### src/rtl/cnn_seq_pkg.sv
// Shared definitions for the CNN layer sequencer: state encoding and the
// helper that picks the next layer to run from a bypass mask.
package cnn_seq_pkg;

    localparam logic [2:0] S_IDLE    = 3'd0;
    localparam logic [2:0] S_START   = 3'd1;
    localparam logic [2:0] S_WAIT    = 3'd2;
    localparam logic [2:0] S_DONE    = 3'd3;
    localparam logic [2:0] S_ERROR   = 3'd4;
    localparam logic [2:0] S_RELEASE = 3'd5;

    typedef enum logic [2:0] {
        ST_IDLE    = S_IDLE,
        ST_START   = S_START,
        ST_WAIT    = S_WAIT,
        ST_DONE    = S_DONE,
        ST_ERROR   = S_ERROR,
        ST_RELEASE = S_RELEASE
    } state_t;

    // Upper bound on NUM_LAYERS; the search works on a zero-extended mask.
    localparam int MAX_LAYERS = 32;

    typedef struct packed {
        logic none;
        int   idx;
    } layer_sel_t;

    // Lowest non-skipped index in [from, num); none=1 when every candidate is skipped.
    function automatic layer_sel_t next_active(input logic [MAX_LAYERS-1:0] skip,
                                               input int num, input int from);
        layer_sel_t sel;
        sel.none = 1'b1;
        sel.idx  = 0;
        for (int i = MAX_LAYERS - 1; i >= 0; i--) begin
            if (i >= from && i < num && !skip[i]) begin
                sel.none = 1'b0;
                sel.idx  = i;
            end
        end
        return sel;
    endfunction

endpackage

### src/rtl/cnn_layer_sequencer_if.sv
// Layer-side bus of the sequencer: per-layer start pulses, done levels and
// the final layer's result.
interface cnn_layer_sequencer_if #(
    parameter int NUM_LAYERS = 3,
    parameter int DATA_W     = 32
);
    logic [NUM_LAYERS-1:0] layer_start;
    logic [NUM_LAYERS-1:0] layer_done;
    logic [DATA_W-1:0]     result_in;

    modport master (
        output layer_start,
        input  layer_done,
        input  result_in
    );

    modport slave (
        input  layer_start,
        output layer_done,
        output result_in
    );
endinterface

### src/rtl/seq_watchdog.sv
// Per-layer watchdog: counts while enabled, flags expiry one cycle before the
// count reaches the limit; a zero limit disables it.
module seq_watchdog #(
    parameter int TMO_W = 16
) (
    input  logic             clk,
    input  logic             rst,
    input  logic             clear,
    input  logic             count_en,
    input  logic [TMO_W-1:0] limit,
    output logic             expire
);

    logic [TMO_W-1:0] count_reg;
    logic [TMO_W-1:0] count_next;

    always_comb begin
        count_next = count_reg;
        if (clear) begin
            count_next = '0;
        end else if (count_en && count_reg != '1) begin
            count_next = count_reg + TMO_W'(1);
        end
    end

    always_ff @(posedge clk or negedge rst) begin
        if (!rst) begin
            count_reg <= '0;
        end else begin
            count_reg <= count_next;
        end
    end

    // >= rather than == so a limit of 1 still fires on the first wait cycle.
    assign expire = (limit != '0) && (count_reg >= limit - TMO_W'(1));

endmodule

### src/rtl/cnn_layer_sequencer.sv
// Runs NUM_LAYERS compute layers in index order over a start-pulse / done-level
// handshake, with bypass, watchdog, abort, re-arm and run-cycle counting.
module cnn_layer_sequencer
    import cnn_seq_pkg::*;
#(
    parameter int  NUM_LAYERS = 3,
    parameter int  DATA_W     = 32,
    parameter int  TMO_W      = 16,
    parameter int  CNT_W      = 24,
    localparam int LW         = (NUM_LAYERS > 1) ? $clog2(NUM_LAYERS) : 1
) (
    input  logic                  clk,
    input  logic                  rst,
    input  logic                  enable,
    input  logic                  abort,
    input  logic [NUM_LAYERS-1:0] layer_bypass,
    input  logic [TMO_W-1:0]      timeout_cycles,
    cnn_layer_sequencer_if.master lbus,
    output logic [LW-1:0]         cur_layer,
    output logic                  busy,
    output logic [DATA_W-1:0]     value,
    output logic                  done,
    output logic                  error,
    output logic [LW-1:0]         err_layer,
    output logic [CNT_W-1:0]      run_cycles
);

    state_t                state_reg, state_next;
    logic [LW-1:0]         cur_reg, cur_next;
    logic [NUM_LAYERS-1:0] mask_reg, mask_next;
    logic [TMO_W-1:0]      tmo_reg, tmo_next;
    logic [DATA_W-1:0]     value_reg, value_next;
    logic                  done_reg, done_next;
    logic                  error_reg, error_next;
    logic [LW-1:0]         err_layer_reg, err_layer_next;
    logic [CNT_W-1:0]      run_reg, run_next;
    logic                  busy_reg, busy_next;
    logic [NUM_LAYERS-1:0] start_reg, start_next;
    layer_sel_t            first_sel, later_sel;
    logic                  wd_expire;

    seq_watchdog #(.TMO_W(TMO_W)) u_watchdog (
        .clk      (clk),
        .rst      (rst),
        .clear    (state_next == ST_START),
        .count_en (state_reg == ST_START || state_reg == ST_WAIT),
        .limit    (tmo_reg),
        .expire   (wd_expire)
    );

    always_comb begin
        state_next     = state_reg;
        cur_next       = cur_reg;
        mask_next      = mask_reg;
        tmo_next       = tmo_reg;
        value_next     = value_reg;
        error_next     = error_reg;
        err_layer_next = err_layer_reg;
        run_next       = run_reg;
        first_sel      = next_active(MAX_LAYERS'(layer_bypass), NUM_LAYERS, 0);
        later_sel      = next_active(MAX_LAYERS'(mask_reg), NUM_LAYERS, int'(cur_reg) + 1);

        // Abort freezes the counter on the very edge it is seen.
        if ((state_reg == ST_START || state_reg == ST_WAIT) && !abort && run_reg != '1) begin
            run_next = run_reg + CNT_W'(1);
        end

        unique case (state_reg)
            ST_IDLE: begin
                if (!abort && enable) begin
                    mask_next  = layer_bypass;
                    tmo_next   = timeout_cycles;
                    error_next = 1'b0;
                    run_next   = '0;
                    if (first_sel.none) begin
                        state_next = ST_DONE;
                    end else begin
                        cur_next   = LW'(first_sel.idx);
                        state_next = ST_START;
                    end
                end
            end
            ST_START: begin
                state_next = abort ? ST_IDLE : ST_WAIT;
            end
            ST_WAIT: begin
                if (abort) begin
                    state_next = ST_IDLE;
                end else if (lbus.layer_done[cur_reg]) begin
                    if (later_sel.none) begin
                        value_next = lbus.result_in;
                        state_next = ST_DONE;
                    end else begin
                        cur_next   = LW'(later_sel.idx);
                        state_next = ST_START;
                    end
                end else if (wd_expire) begin
                    error_next     = 1'b1;
                    err_layer_next = cur_reg;
                    state_next     = ST_ERROR;
                end
            end
            ST_DONE: begin
                state_next = ST_RELEASE;
            end
            ST_ERROR: begin
                if (abort) begin
                    state_next = ST_IDLE;
                end else if (!enable) begin
                    state_next = ST_RELEASE;
                end
            end
            ST_RELEASE: begin
                if (!enable) begin
                    state_next = ST_IDLE;
                end
            end
            default: begin
                state_next = ST_IDLE;
            end
        endcase

        done_next = (state_next == ST_DONE);
        busy_next = (state_next != ST_IDLE) && (state_next != ST_RELEASE);
    end

    // Start pulses are decoded from the next state so they come out of a register.
    genvar gi;
    generate
        for (gi = 0; gi < NUM_LAYERS; gi++) begin : g_start_dec
            assign start_next[gi] = (state_next == ST_START) && (cur_next == LW'(gi));
        end
    endgenerate

    always_ff @(posedge clk or negedge rst) begin
        if (!rst) begin
            state_reg     <= ST_IDLE;
            cur_reg       <= '0;
            mask_reg      <= '0;
            tmo_reg       <= '0;
            value_reg     <= '0;
            done_reg      <= 1'b0;
            error_reg     <= 1'b0;
            err_layer_reg <= '0;
            run_reg       <= '0;
            busy_reg      <= 1'b0;
            start_reg     <= '0;
        end else begin
            state_reg     <= state_next;
            cur_reg       <= cur_next;
            mask_reg      <= mask_next;
            tmo_reg       <= tmo_next;
            value_reg     <= value_next;
            done_reg      <= done_next;
            error_reg     <= error_next;
            err_layer_reg <= err_layer_next;
            run_reg       <= run_next;
            busy_reg      <= busy_next;
            start_reg     <= start_next;
        end
    end

    assign lbus.layer_start = start_reg;
    assign cur_layer        = cur_reg;
    assign busy             = busy_reg;
    assign value            = value_reg;
    assign done             = done_reg;
    assign error            = error_reg;
    assign err_layer        = err_layer_reg;
    assign run_cycles       = run_reg;

endmodule

### src/flat_wrapper.sv
// flat-port wrapper written by rule: the top's interface ports become plain ports
module cnn_layer_sequencer_flat import cnn_seq_pkg::*;
#(
    parameter int  NUM_LAYERS = 3,
    parameter int  DATA_W     = 32,
    parameter int  TMO_W      = 16,
    parameter int  CNT_W      = 24,
    localparam int LW         = (NUM_LAYERS > 1) ? $clog2(NUM_LAYERS) : 1
)
  (clk, rst, enable, abort, layer_bypass, timeout_cycles, cur_layer, busy, value, done, error, err_layer, run_cycles, lbus_layer_start, lbus_layer_done, lbus_result_in);
  cnn_layer_sequencer_if #(.NUM_LAYERS(NUM_LAYERS), .DATA_W(DATA_W)) lbus_i ();
  input  logic clk;
  input  logic rst;
  input  logic enable;
  input  logic abort;
  input  logic [NUM_LAYERS-1:0] layer_bypass;
  input  logic [TMO_W-1:0] timeout_cycles;
  output logic [LW-1:0] cur_layer;
  output logic busy;
  output logic [DATA_W-1:0] value;
  output logic done;
  output logic error;
  output logic [LW-1:0] err_layer;
  output logic [CNT_W-1:0] run_cycles;
  output wire logic [$bits(lbus_i.layer_start)-1:0] lbus_layer_start;
  input wire logic [$bits(lbus_i.layer_done)-1:0] lbus_layer_done;
  input wire logic [$bits(lbus_i.result_in)-1:0] lbus_result_in;
  assign lbus_layer_start = lbus_i.layer_start;
  assign lbus_i.layer_done = lbus_layer_done;
  assign lbus_i.result_in = lbus_result_in;
  cnn_layer_sequencer #(.NUM_LAYERS(NUM_LAYERS), .DATA_W(DATA_W), .TMO_W(TMO_W), .CNT_W(CNT_W)) u_core (.clk(clk), .rst(rst), .enable(enable), .abort(abort), .layer_bypass(layer_bypass), .timeout_cycles(timeout_cycles), .lbus(lbus_i), .cur_layer(cur_layer), .busy(busy), .value(value), .done(done), .error(error), .err_layer(err_layer), .run_cycles(run_cycles));
endmodule
### config.mk
export PLATFORM = sky130hd
export DESIGN_NAME = cnn_layer_sequencer_flat
export DESIGN_NICKNAME = d
export VERILOG_FILES = /design/src/rtl/cnn_seq_pkg.sv /design/src/rtl/cnn_layer_sequencer_if.sv /design/src/rtl/seq_watchdog.sv /design/src/rtl/cnn_layer_sequencer.sv /design/src/flat_wrapper.sv
export SDC_FILE = /design/constraint.sdc
export NUM_CORES = 1
export LEC_CHECK = 0
export BUFFER_PORTS_ARGS = -buffer_cell sky130_fd_sc_hd__buf_2
export CORE_AREA = 3 3 108 110
export DETAILED_ROUTE_END_ITERATION = 12
export DIE_AREA = 0 0 111 113
export PLACE_DENSITY = 0.75
export REMOVE_ABC_BUFFERS = 1
export SETUP_SLACK_MARGIN = 0.4
export SYNTH_ARGS = -nofsm -noshare
export SYNTH_HDL_FRONTEND = slang
export SYNTH_SLANG_ARGS = --single-unit
export TNS_END_PERCENT = 20
### constraint.sdc
create_clock -name clk -period 5.95 [get_ports clk]
set_input_delay 0.8925 -clock clk [delete_from_list [all_inputs] [get_ports clk]]
set_output_delay 0.8925 -clock clk [all_outputs]
set_load 0.005 [all_outputs]
==> results.txt <==
status: completed
number of buffers created by CTS: 9
fin crit period: 3570 ps
Rows: 38
number of buffers added to fix hold violations after cts: 0
Synth cell types: 60
Final setup viols: 0
post-synthesis sequential area ratio: 47.8%
number of flip-flops in the largest register: 32
unrepaired setup endpoints after global routing: no
vias in the first global route: 4362
GRT Residual Overflow: 0
Via density: 5.42
area share of the largest cell type after synthesis: 47.8%
synthesized instance count: 527
width of the die: 111 um
area growth from synthesis to layout: 16.4%
Worst Path Required: 6200 ps
Critical Path End Type: flop
Pins Over Slew Limit: 0
Max IR drop VDD: 201 uV
Post-CTS Setup Inserts: 0
met2 routed WL: 5870 um
async set-or-reset flop fraction in the synthesized netlist: 100%
CTS tree: built
Tot GR Track Use: 20.0%
pin count of the biggest net entering global routing: 77
post-synthesis xor/xnor area fraction: 7.62%
Arr. time, crit path: 3830 ps
met3 wire length: 711 um
Clk Latency, worst-skew pair: 380 ps
drt first-iter violations: 237
met1 WL: 5430 um
Sink Count: 103
post-synthesis mux area share: 8.13%
CP startpoint kind: flop
cts repair resizes: 0
Initial Util: 49.9%
Top Layer Used: met4
routed len/inst: 15.4 um
Final Hold Vio Count: 0
Worst-path clk slew: 100 ps
Post-Synth Simple-Gate Area: 22.1%
antenna violations before repair: 0
synthesized area: 5390 um^2
share of cells above drive strength 1: 24.4%
Tcrit/Tclk final: 60.1%
largest cells by area after synthesis: dfrtp_1, mux2_1, nand2_1
I/O pin count: 124
cell taking the most area after synthesis: dfrtp_1
Detailed Routing Iterations Pass 1: 4
LEAKAGE: 3.25 nW
main flop type after synthesis: dfrtp_1
via count: 4293
Hold Path Class: in2async
setup ws final: 2380 ps
CTS H-tree lvls: 3
Fin Setup TNS: 0 ps
HPWL after DPL: 9050 um
count of buffers from port buffering: 123
largest family of logic cells by synthesized area: simple AND/OR/NAND/NOR gates
MaxCap Viol Count: 0
Max Fclk: 280 MHz
ANT nets after route: 0
Synth Area in Compound Gates: 6.94%
Die ar.: 12500 um^2
Post-synth EDFFs: 0
Max Buffers Root-to-Sink: 2
pwr dens: 357 nW/um^2
WL final: 12200 um
post-place setup slack: 2400 ps
first-pass GRT wire length: 20600 um
Root Buffer: clkbuf_8
Post-Synth Adder-Cell Area: 4.64%
die height: 113 um
warnings from Yosys: 0
synthesized area per cell: 10.2 um^2
Final nets: 725
# diodes: 0
Final GP Congestion: 0.859
hold slack: 409 ps
count of state elements after synthesis: 103
crit path max fanout: 5
WS Path Type: reg2reg
Std-Cell Core Area: 10800 um^2
DRC errors left: 0
Clock Skews: 18.1 ps
Slew HR: 22.7%
worst slew pin tran: 1150 ps
synth_stat cells, types with 8 or more instances:
library cell,n
xor2_1,19
nor3_1,11
nor2_1,60
nand4_1,10
a21oi_1,14
inv_1,11
and4_1,9
o21ai_0,14
xnor2_1,26
nand3_1,21
nand2_1,81
dfrtp_1,103
mux2_1,34
and3_1,8
ha_1,20
per-layer routing:
| metal | vias up | global-route usage, % |
|---|---|---|
| li1 | 2073 | - |
| met1 | 2097 | 25.8 |
| met2 | 108 | 33.1 |
| met3 | 15 | 4.81 |
| met4 | 0 | 7.47 |
| met5 | - | 0 |
logic make-up after synthesis:
kind of cell	count (synthesis)
AND/OR/NAND/NOR	238
XOR/XNOR	46
buffers and inverters	28
adder cells (fa/ha/maj)	20
flip-flops	103
AO/OA/AOI/OAI	53
multiplexers	39
worst max-delay path, stage by stage (launching register included):
cell,delay [ps]
dfrtp_1,440
nor3_1,260
nand2b_1,140
nor3_2,210
nand2_1,160
nor4_1,330
xnor2_1,120
ha_1,290
and4_1,230
o211ai_1,100
or4_1,530
nand3_2,120
nand4b_2,170
mux2_1,350
metrics by stage:
| step | area, um^2 | std cells | power [mW] | utilization, % |
|---|---|---|---|---|
| after detailed placement | 6100 | 776 | 1.84 | 56.5 |
| after global placement | 6100 | 776 | 1.80 | 56.5 |
| final | 6270 | 792 | 2.24 | 58.1 |
| after CTS | 6270 | 792 | 2.26 | 58.1 |
| after global routing | 6270 | 792 | 2.40 | 58.1 |
| after floorplan | 5290 | 511 | 1.55 | - |
final cells by class:
class | instances | area (um^2)
Fill cell | 917 | 4520
Multi-Input combinational cell | 396 | 2670
Sequential cell | 103 | 2580
Timing Repair Buffer | 125 | 633
Tap cell | 140 | 175
Clock buffer | 9 | 124
Clock inverter | 7 | 52.6
Inverter | 12 | 45.0
placed cells by master, fill, tap and decap left out, types with 19 or more instances in the layout:
| cell | count |
|---|---|
| dfrtp_1 | 103 |
| xnor2_1 | 26 |
| nor2_1 | 60 |
| mux2_1 | 34 |
| xor2_1 | 19 |
| nand3_1 | 21 |
| ha_1 | 20 |
| nand2_1 | 81 |
| buf_2 | 122 |
power by group:
| part | internal, mW | switching, mW | leakage, nW | total (mW) |
|---|---|---|---|---|
| sequential | 0.862 | 0.171 | 1.38 | 1.03 |
| combinational | 0.356 | 0.435 | 1.78 | 0.791 |
| clock | 0.156 | 0.256 | 0.0904 | 0.413 |
final timing paths:
path	from	end	slack [ps]	cells past startpoint
max	u_core.tmo_reg[2]$_DFFE_PN0P_	u_core.err_layer[1]$_DFFE_PN0P_	2380	13
min	rst	u_core.value[7]$_DFFE_PN0P_	410	1
max reg2reg	u_core.tmo_reg[2]$_DFFE_PN0P_	u_core.err_layer[1]$_DFFE_PN0P_	2380	13
min reg2reg	u_core.value[28]$_DFFE_PN0P_	u_core.value[28]$_DFFE_PN0P_	490	1
max in group asynchronous	rst	u_core.mask_reg[2]$_DFFE_PN0P_	4250	2
min in group clk	u_core.value[28]$_DFFE_PN0P_	u_core.value[28]$_DFFE_PN0P_	490	1
No activity file was read; power rests on OpenSTA's default activity.
